`src/rtl/rv_writeback_pkg.sv`:
```
`default_nettype none
// +----------------------------------------------------------------------+
// | rv_writeback_pkg : load funct3 codes and writeback FSM state type    |
// | Revision: 1.0                                                        |
// +----------------------------------------------------------------------+
package rv_writeback_pkg;

   localparam logic [2:0] LDST_B  = 3'b000;
   localparam logic [2:0] LDST_H  = 3'b001;
   localparam logic [2:0] LDST_L  = 3'b010;
   localparam logic [2:0] LDST_BU = 3'b100;
   localparam logic [2:0] LDST_HU = 3'b101;

   typedef enum logic [1:0] {
      ST_IDLE      = 2'd0,
      ST_WAIT_LOAD = 2'd1,
      ST_HELD      = 2'd2
   } wb_state_t;

endpackage
`default_nettype wire

```
`src/rtl/rv_writeback_load_align.sv`:
```
`default_nettype none
// +----------------------------------------------------------------------+
// | rv_writeback_load_align : byte/half/word select and extension        |
// | Revision: 1.0                                                        |
// +----------------------------------------------------------------------+
module rv_writeback_load_align
   import rv_writeback_pkg::*;
(
   input  logic [31:0] i_data,
   input  logic [1:0]  i_addr,
   input  logic [2:0]  i_fun,
   output logic [31:0] o_result
);

   logic [7:0]  w_byte;
   logic [15:0] w_half;

   always_comb begin
      w_byte = i_data[7:0];
      case (i_addr)
         2'd0:    w_byte = i_data[7:0];
         2'd1:    w_byte = i_data[15:8];
         2'd2:    w_byte = i_data[23:16];
         default: w_byte = i_data[31:24];
      endcase
      w_half = i_addr[1] ? i_data[31:16] : i_data[15:0];
   end

   // Reserved funct3 codes fall through to the raw word.
   always_comb begin
      o_result = i_data;
      case (i_fun)
         LDST_B:  o_result = {{24{w_byte[7]}}, w_byte};
         LDST_BU: o_result = {24'h0, w_byte};
         LDST_H:  o_result = {{16{w_half[15]}}, w_half};
         LDST_HU: o_result = {16'h0, w_half};
         LDST_L:  o_result = i_data;
         default: o_result = i_data;
      endcase
   end

endmodule
`default_nettype wire

```
`src/rtl/rv_writeback.sv`:
```
`default_nettype none
// +----------------------------------------------------------------------+
// | rv_writeback : load completion, stall and single-commit RF write     |
// | Revision: 1.0                                                        |
// +----------------------------------------------------------------------+
module rv_writeback
   import rv_writeback_pkg::*;
#(
   parameter int g_load_timeout = 255
)(
   input  logic        clk_i,
   input  logic        rst_n_i,
   input  logic        x_stall_i,
   input  logic [4:0]  w_rd_i,
   input  logic [31:0] w_rd_value_i,
   input  logic        w_rd_write_i,
   input  logic        w_load_i,
   input  logic [2:0]  w_fun_i,
   input  logic [31:0] w_dm_addr_i,
   input  logic [31:0] dm_data_l_i,
   input  logic        dm_load_done_i,
   output logic        w_stall_req_o,
   output logic [4:0]  rf_rd_o,
   output logic [31:0] rf_rd_value_o,
   output logic        rf_rd_write_o,
   output logic        w_load_error_o
);

   localparam int c_cnt_w_raw = $clog2(g_load_timeout + 1);
   localparam int c_cnt_w     = (c_cnt_w_raw < 1) ? 1 : c_cnt_w_raw;
   localparam logic [c_cnt_w-1:0] c_tmo_last =
      c_cnt_w'((g_load_timeout == 0) ? 0 : g_load_timeout - 1);

   wb_state_t          r_state;
   wb_state_t          w_state_nxt;
   logic [c_cnt_w-1:0] r_cnt;
   logic [4:0]         r_rf_rd;
   logic [31:0]        r_rf_value;
   logic               r_rf_write;
   logic               r_load_error;

   logic [31:0]        w_aligned;
   logic               w_timeout;
   logic               w_commit;
   logic [31:0]        w_commit_val;
   logic               w_err_set;
   logic               w_cnt_clr;
   logic               w_cnt_inc;
   logic               w_stall_req;
   logic               w_unused_addr;

   assign w_unused_addr = ^w_dm_addr_i[31:2];

   rv_writeback_load_align u_align (
      .i_data   (dm_data_l_i),
      .i_addr   (w_dm_addr_i[1:0]),
      .i_fun    (w_fun_i),
      .o_result (w_aligned)
   );

   assign w_timeout = (g_load_timeout != 0) && (r_cnt == c_tmo_last) && !dm_load_done_i;

   always_comb begin
      w_state_nxt  = r_state;
      w_commit     = 1'b0;
      w_commit_val = w_rd_value_i;
      w_err_set    = 1'b0;
      w_cnt_clr    = 1'b0;
      w_cnt_inc    = 1'b0;
      w_stall_req  = 1'b0;
      case (r_state)
         ST_IDLE: begin
            if (w_load_i && !dm_load_done_i) begin
               w_stall_req = 1'b1;
               w_cnt_clr   = 1'b1;
               w_state_nxt = ST_WAIT_LOAD;
            end else begin
               w_commit     = w_rd_write_i;
               w_commit_val = w_load_i ? w_aligned : w_rd_value_i;
               w_state_nxt  = x_stall_i ? ST_HELD : ST_IDLE;
            end
         end
         ST_WAIT_LOAD: begin
            w_cnt_inc = 1'b1;
            if (dm_load_done_i) begin
               w_commit     = w_rd_write_i;
               w_commit_val = w_aligned;
               w_state_nxt  = x_stall_i ? ST_HELD : ST_IDLE;
            end else if (w_timeout) begin
               w_commit     = w_rd_write_i;
               w_commit_val = 32'h0;
               w_err_set    = 1'b1;
               w_state_nxt  = x_stall_i ? ST_HELD : ST_IDLE;
            end else begin
               w_stall_req = 1'b1;
            end
         end
         ST_HELD: begin
            // Instruction already committed; wait for upstream to advance.
            if (!x_stall_i)
               w_state_nxt = ST_IDLE;
         end
         default: w_state_nxt = ST_IDLE;
      endcase
   end

   always_ff @(posedge clk_i or negedge rst_n_i) begin
      if (!rst_n_i) begin
         r_state      <= ST_IDLE;
         r_cnt        <= '0;
         r_rf_rd      <= 5'd0;
         r_rf_value   <= 32'h0;
         r_rf_write   <= 1'b0;
         r_load_error <= 1'b0;
      end else begin
         r_state    <= w_state_nxt;
         r_rf_write <= w_commit;
         if (w_commit) begin
            r_rf_rd    <= w_rd_i;
            r_rf_value <= w_commit_val;
         end
         if (w_cnt_clr)
            r_cnt <= '0;
         else if (w_cnt_inc)
            r_cnt <= r_cnt + c_cnt_w'(1);
         if (w_err_set)
            r_load_error <= 1'b1;
      end
   end

   assign w_stall_req_o  = w_stall_req;
   assign rf_rd_o        = r_rf_rd;
   assign rf_rd_value_o  = r_rf_value;
   assign rf_rd_write_o  = r_rf_write;
   assign w_load_error_o = r_load_error;

endmodule
`default_nettype wire

```
`config.mk`:
```
export PLATFORM = sky130hd
export DESIGN_NAME = rv_writeback
export DESIGN_NICKNAME = d
export VERILOG_FILES = /design/src/rtl/rv_writeback_pkg.sv /design/src/rtl/rv_writeback_load_align.sv /design/src/rtl/rv_writeback.sv
export SDC_FILE = /design/constraint.sdc
export NUM_CORES = 1
export LEC_CHECK = 0
export ABC_CLOCK_PERIOD_IN_PS = 4400
export BUFFER_PORTS_ARGS = -buffer_cell sky130_fd_sc_hd__buf_2
export CORE_UTILIZATION = 30
export CTS_CLUSTER_DIAMETER = 30
export DETAILED_ROUTE_END_ITERATION = 12
export PLACE_DENSITY = 0.61
export RECOVER_POWER = 25
export SLEW_MARGIN = 0
export SYNTH_ARGS = -nofsm -noshare
export SYNTH_HDL_FRONTEND = slang
export SYNTH_HIERARCHICAL = 1
export SYNTH_SLANG_ARGS = --single-unit
```
`constraint.sdc`:
```
create_clock -name clk_i -period 4.4 [get_ports clk_i]
set_input_delay 0.88 -clock clk_i [delete_from_list [all_inputs] [get_ports clk_i]]
set_output_delay 0.88 -clock clk_i [all_outputs]
set_load 0.02 [all_outputs]
```
* Word-level counts from Yosys, hierarchy flattened *
Index checks and enable logic that the tools add are counted.
Widths: inputs -> output; s select.

storage, ports and cells
  logic and storage cells = 54
  bits of input ports = 110
  register bits after elaboration = 49

cells by class
  reductions and logical operators = 8
  $add $sub $neg = 1
  muxes and demuxes = 29
  equality and inequality tests = 10

operator list
  cell                 count
  $mux 32              4
  $pmux 32 s4          1
  $pmux 32 s2          1
  $pmux 8 s3           1
  $mux 16              1
  $mux 8               2
  $mux 1               11
  $mux 2               5
  $add 8x1->8 const B  1
  $eq 8x8->1 const B   1
  $eq 3x3->1 const B   2
  $pmux 2 s3           1
  $eq 2x1->1 const B   2
  $eq 2x2->1 const B   2
  $logic_not 2->1      2
  $pmux 1 s2           2
  $eq 3x1->1 const B   1
  $logic_not 3->1      1
  $ne 3x3->1 const B   1
  $logic_and 1x1->1    2
  $ne 2x2->1 const B   1
  $reduce_and 2->1     1
  $reduce_bool 2->1    1
  $logic_not 1->1      1

* Logic depth before layout (Yosys ltp) *
  depth in word-level cells = 6
  depth in mapped cells = 8
  mapped depth without buffers = 6

* Modules after synthesis *
Netlist, hierarchy kept.

by module, submodules not included
  module                   instances  sequential area each (um^2)  area each (um^2)  cells an instance
  rv_writeback             1          1226.2                       2623.8            254
  rv_writeback_load_align  1          0.0                          969.7             133

* Worst setup path after synthesis *
Ideal clock, no wire load.

  path type = input to output
  start point = in dm_load_done_i
  end point = out w_stall_req_o
  buffers on the path = 1
  stages on the path = 4
  path slack = 1.768 ns
  data arrival time = 1.752 ns
  cells stage by stage = a21oi_1 clkbuf_1 nand2_1 nand2_1

between the ends
  word-level cells in the longest chain between the ends = 5
  elaborated cells on any way between the ends = 7
  classes of those cells = 4 x mux; 3 x reduce/logical

ends and longest elaborated chain
  item               line                                    RTL
  from (decl)        rv_writeback.sv:21                      input logic dm_load_done_i,
  $logic_not 1->1    rv_writeback.sv:61, rv_writeback.sv:73
  $logic_and 1x1->1  rv_writeback.sv:61                      assign w_timeout = (g_load_timeout != 0) && (r_cnt == c_tmo_last) && !dm_load_done_i;
  $mux 1             rv_writeback.sv:89                      end else if (w_timeout) begin
  $mux 1             rv_writeback.sv:85                      if (dm_load_done_i) begin
  $pmux 1 s2 (*)     rv_writeback.sv:71                      case (r_state)
  to (decl)          rv_writeback.sv:22                      output logic w_stall_req_o,

Mark *: on every way between the ends. The rest lies on a longest branch, timed or not.

==> results.sh <==
export IMPL_drive_above_1_share_pct=32.1
export IMPL_cpMaxStageDelayCell="clkbuf_1"
export IMPL_port_buffers=119
export IMPL_cts_buffer_depth=2
export IMPL_gr_usage_all_layers_pct=18.9
export IMPL_synth_ff_type="dfrtp_1"
export IMPL_power_density_nw_per_um2=363
export IMPL_first_iter_violations=350
export IMPL_drv_slew=50
export IMPL_start_kind="primary input"
export IMPL_multi_input_area_um2=2090
export IMPL_rsz0062_at_grt="no"
export IMPL_ys_ff_latch=49
export IMPL_dieHeight_um=111
export IMPL_violations="design-rule violations, max-capacitance violations, max-slew violations"
export IMPL_vias_per_cell=5.61
export IMPL_grt_pass1_vias=3441
export IMPL_worst_hold_path_type="reg -> reg"
export IMPL_worst_path_buf_inv=1
export IMPL_syn_avg_cell_area_um2=9.29
export IMPL_dr_total_vias=3496
export IMPL_nFillCells=1189
export IMPL_ioPinCount=150
export IMPL_ctsResizeCount=0
export IMPL_netlist_area_um2=3590
export IMPL_synth_fp_nets=499
export IMPL_routabilityCongestion=0.869
export IMPL_cts_clk_slew_worst_paths_ns=0.07
export IMPL_fin_setup_tns_ns=0
export IMPL_fmax_ghz=0.330
export IMPL_synthToLayoutAreaGrowth_pct=19.4
export IMPL_synth_edff_count=0
export IMPL_cp_end_kind="asynchronous set/reset pin"
export IMPL_hold_buffers=0
export IMPL_antenna_found_initial=0
export IMPL_cap_violations=1
export IMPL_finalHoldViolations=0
export IMPL_outcome="finished, violations left"
export IMPL_path_class="in -> async"
export IMPL_crit_chain="clkbuf_1"
export IMPL_grt_max_degree=50
export IMPL_crit_family="buffers and inverters"
export IMPL_die_area_um2=12400
export IMPL_clk_latency_ns=0.29
export IMPL_route_detailed_drc=7
export IMPL_ant_nets=0
export IMPL_fin_crit_sh_pct=68.9
export IMPL_async_reset_ff_share_pct=100
export IMPL_antennaDiodeCount=0
export IMPL_dpl_cell_area_um2=4170
export IMPL_slew_headroom_pct=-84.3
export IMPL_fin_nets=591
export IMPL_tightest_slew_ns=2.77
export IMPL_ys_types=47
export IMPL_cts_tree="done"
export IMPL_hpwl_um=8230
export IMPL_wl_per_cell_um=18.7
export IMPL_routed_wl_um=11600
export IMPL_synthCells=387
export IMPL_initial_core_util_pct=31.1
export IMPL_tritoncts_num_buffers=5
export IMPL_postCtsSetupBuffers=0
export IMPL_worstPathRequired_ns=4.20
export IMPL_grt_pass1_wl_um=18500
export IMPL_peakVddDrop_uv=135
export IMPL_clock_sinks=49
export IMPL_power_leakage_nw=1.79
export IMPL_seq_area_um2=1230
export IMPL_path_max_fanout=49
export IMPL_skew_ns=0.00520
export IMPL_first_pass_iters=9
export IMPL_row_count=39
export IMPL_period_needed_ns=3.03
export IMPL_die_w_um=111
export IMPL_htree_levels=2
export IMPL_synth_warnings=6
export IMPL_cts_root_buf="clkbuf_16"
export IMPL_coreArea_um2=11600
export IMPL_slowest_delay_ns=1.93
export IMPL_setup_violations=0
export IMPL_cp_data_arrival_time_ns=2.83
export IMPL_overflow=0
export IMPL_fin_area_um2=4290
export IMPL_ys_seq_area_share_pct=34.1
-- per-stage QoR --
stage	power [mW]	utilization (%)	hold slack (ns)	worst slack, ns	std cells
after CTS	1.59	37.3	0.485	1.60	623
after global routing	1.65	37.1	0.491	0.806	623
after detailed placement	1.20	36.1	0.467	1.38	615
after floorplan	0.997	-	0.444	1.77	387
after global placement	1.18	36.1	0.453	1.52	615
final	1.56	37.1	0.474	1.37	623
-- sequential cells by signal (all words and copies together), names as in the netlist --
name / cells
r_state: 2
rf_rd_value_o: 32
rf_rd_o: 5
r_cnt: 8
rf_rd_write_o: 1
w_load_error_o: 1
-- metal layers --
layer,vias up,track usage (%),routed length (µm)
met4,0,5.05,102
met1,1693,25.0,5220
li1,1656,-,-
met2,139,31.5,5500
met3,8,3.70,811
met5,-,0,0
-- power by group --
part | internal, mW | total [mW] | switching, mW
sequential | 0.540 | 0.600 | 0.0598
clock | 0.211 | 0.383 | 0.172
combinational | 0.213 | 0.576 | 0.364
total | 0.964 | 1.56 | 0.595
-- Yosys cell counts (2+ instances only) --
library cell / count / share of area, %
mux2i_1: 2 / 0.56
buf_6: 11 / 3.4
o211ai_1: 2 / 0.42
dfrtp_1: 49 / 34
a311oi_1: 7 / 1.7
o221ai_2: 4 / 1.7
o21ai_0: 7 / 0.97
clkbuf_1: 20 / 2.1
ha_1: 2 / 0.70
o21ai_1: 3 / 0.42
o22ai_1: 16 / 2.8
nand3_1: 3 / 0.42
o31ai_1: 3 / 0.63
inv_1: 11 / 1.1
nand2_1: 44 / 4.6
mux4_1: 7 / 5.1
nor2_1: 29 / 3.0
nand2b_1: 2 / 0.35
a221oi_1: 2 / 0.49
a31oi_1: 4 / 0.70
a22oi_1: 32 / 6.7
a31oi_2: 29 / 10
mux2_4: 6 / 2.5
and3_1: 2 / 0.35
nor2b_1: 12 / 2.1
nand4_1: 3 / 0.52
buf_2: 5 / 0.70
a21oi_1: 49 / 6.8
o221ai_1: 3 / 0.73
-- final cells by class --
type / count / area share, %
Clock buffer: 6 / 3.00
Clock inverter: 2 / 0.350
Inverter: 13 / 1.14
Multi-Input combinational cell: 287 / 48.8
Sequential cell: 49 / 28.6
Tap cell: 143 / 4.17
Timing Repair Buffer: 123 / 13.9
-- kinds of logic (layout without fill, tap and decap cells) --
| logic type | count (synthesis) | after routing | synth area share (%) |
|---|---|---|---|
| mux | 16 | 16 | 8.50 |
| buf+inv | 51 | 144 | 7.90 |
| compound gates | 167 | 167 | 36.0 |
| fa+ha+maj | 2 | 2 | 0.696 |
| flops | 49 | 49 | 34.1 |
| simple gates | 102 | 102 | 12.8 |
-- layout by cell type (no fill, tap or decap), types with 11 or more instances in the layout --
| master | instances |
|---|---|
| buf_2 | 97 |
| dfrtp_1 | 49 |
| a21oi_1 | 48 |
| nand2_1 | 44 |
| a22oi_1 | 32 |
| nor2_1 | 29 |
| a31oi_2 | 29 |
| clkbuf_1 | 23 |
| o22ai_1 | 16 |
| nor2b_1 | 11 |
| inv_1 | 11 |
-- final timing paths --
kind	slack, ns	from	to	cells after the start
worst max-delay path	1.37	rst_n_i	rf_rd_value_o[9]$_DFFE_PN0P_	1
worst min-delay path	0.47	w_load_error_o$_DFFE_PN0P_	w_load_error_o$_DFFE_PN0P_	1
worst max register to register	2.22	r_cnt[0]$_DFFE_PN0P_	rf_rd_o[0]$_DFFE_PN0P_	6
worst min register to register	0.47	w_load_error_o$_DFFE_PN0P_	w_load_error_o$_DFFE_PN0P_	1
max in group clk_i	1.58	dm_load_done_i	w_stall_req_o	4
min in group asynchronous	1.47	rst_n_i	r_state[1]$_DFFE_PN0P_	1
Power figures use the tool's default switching activity.
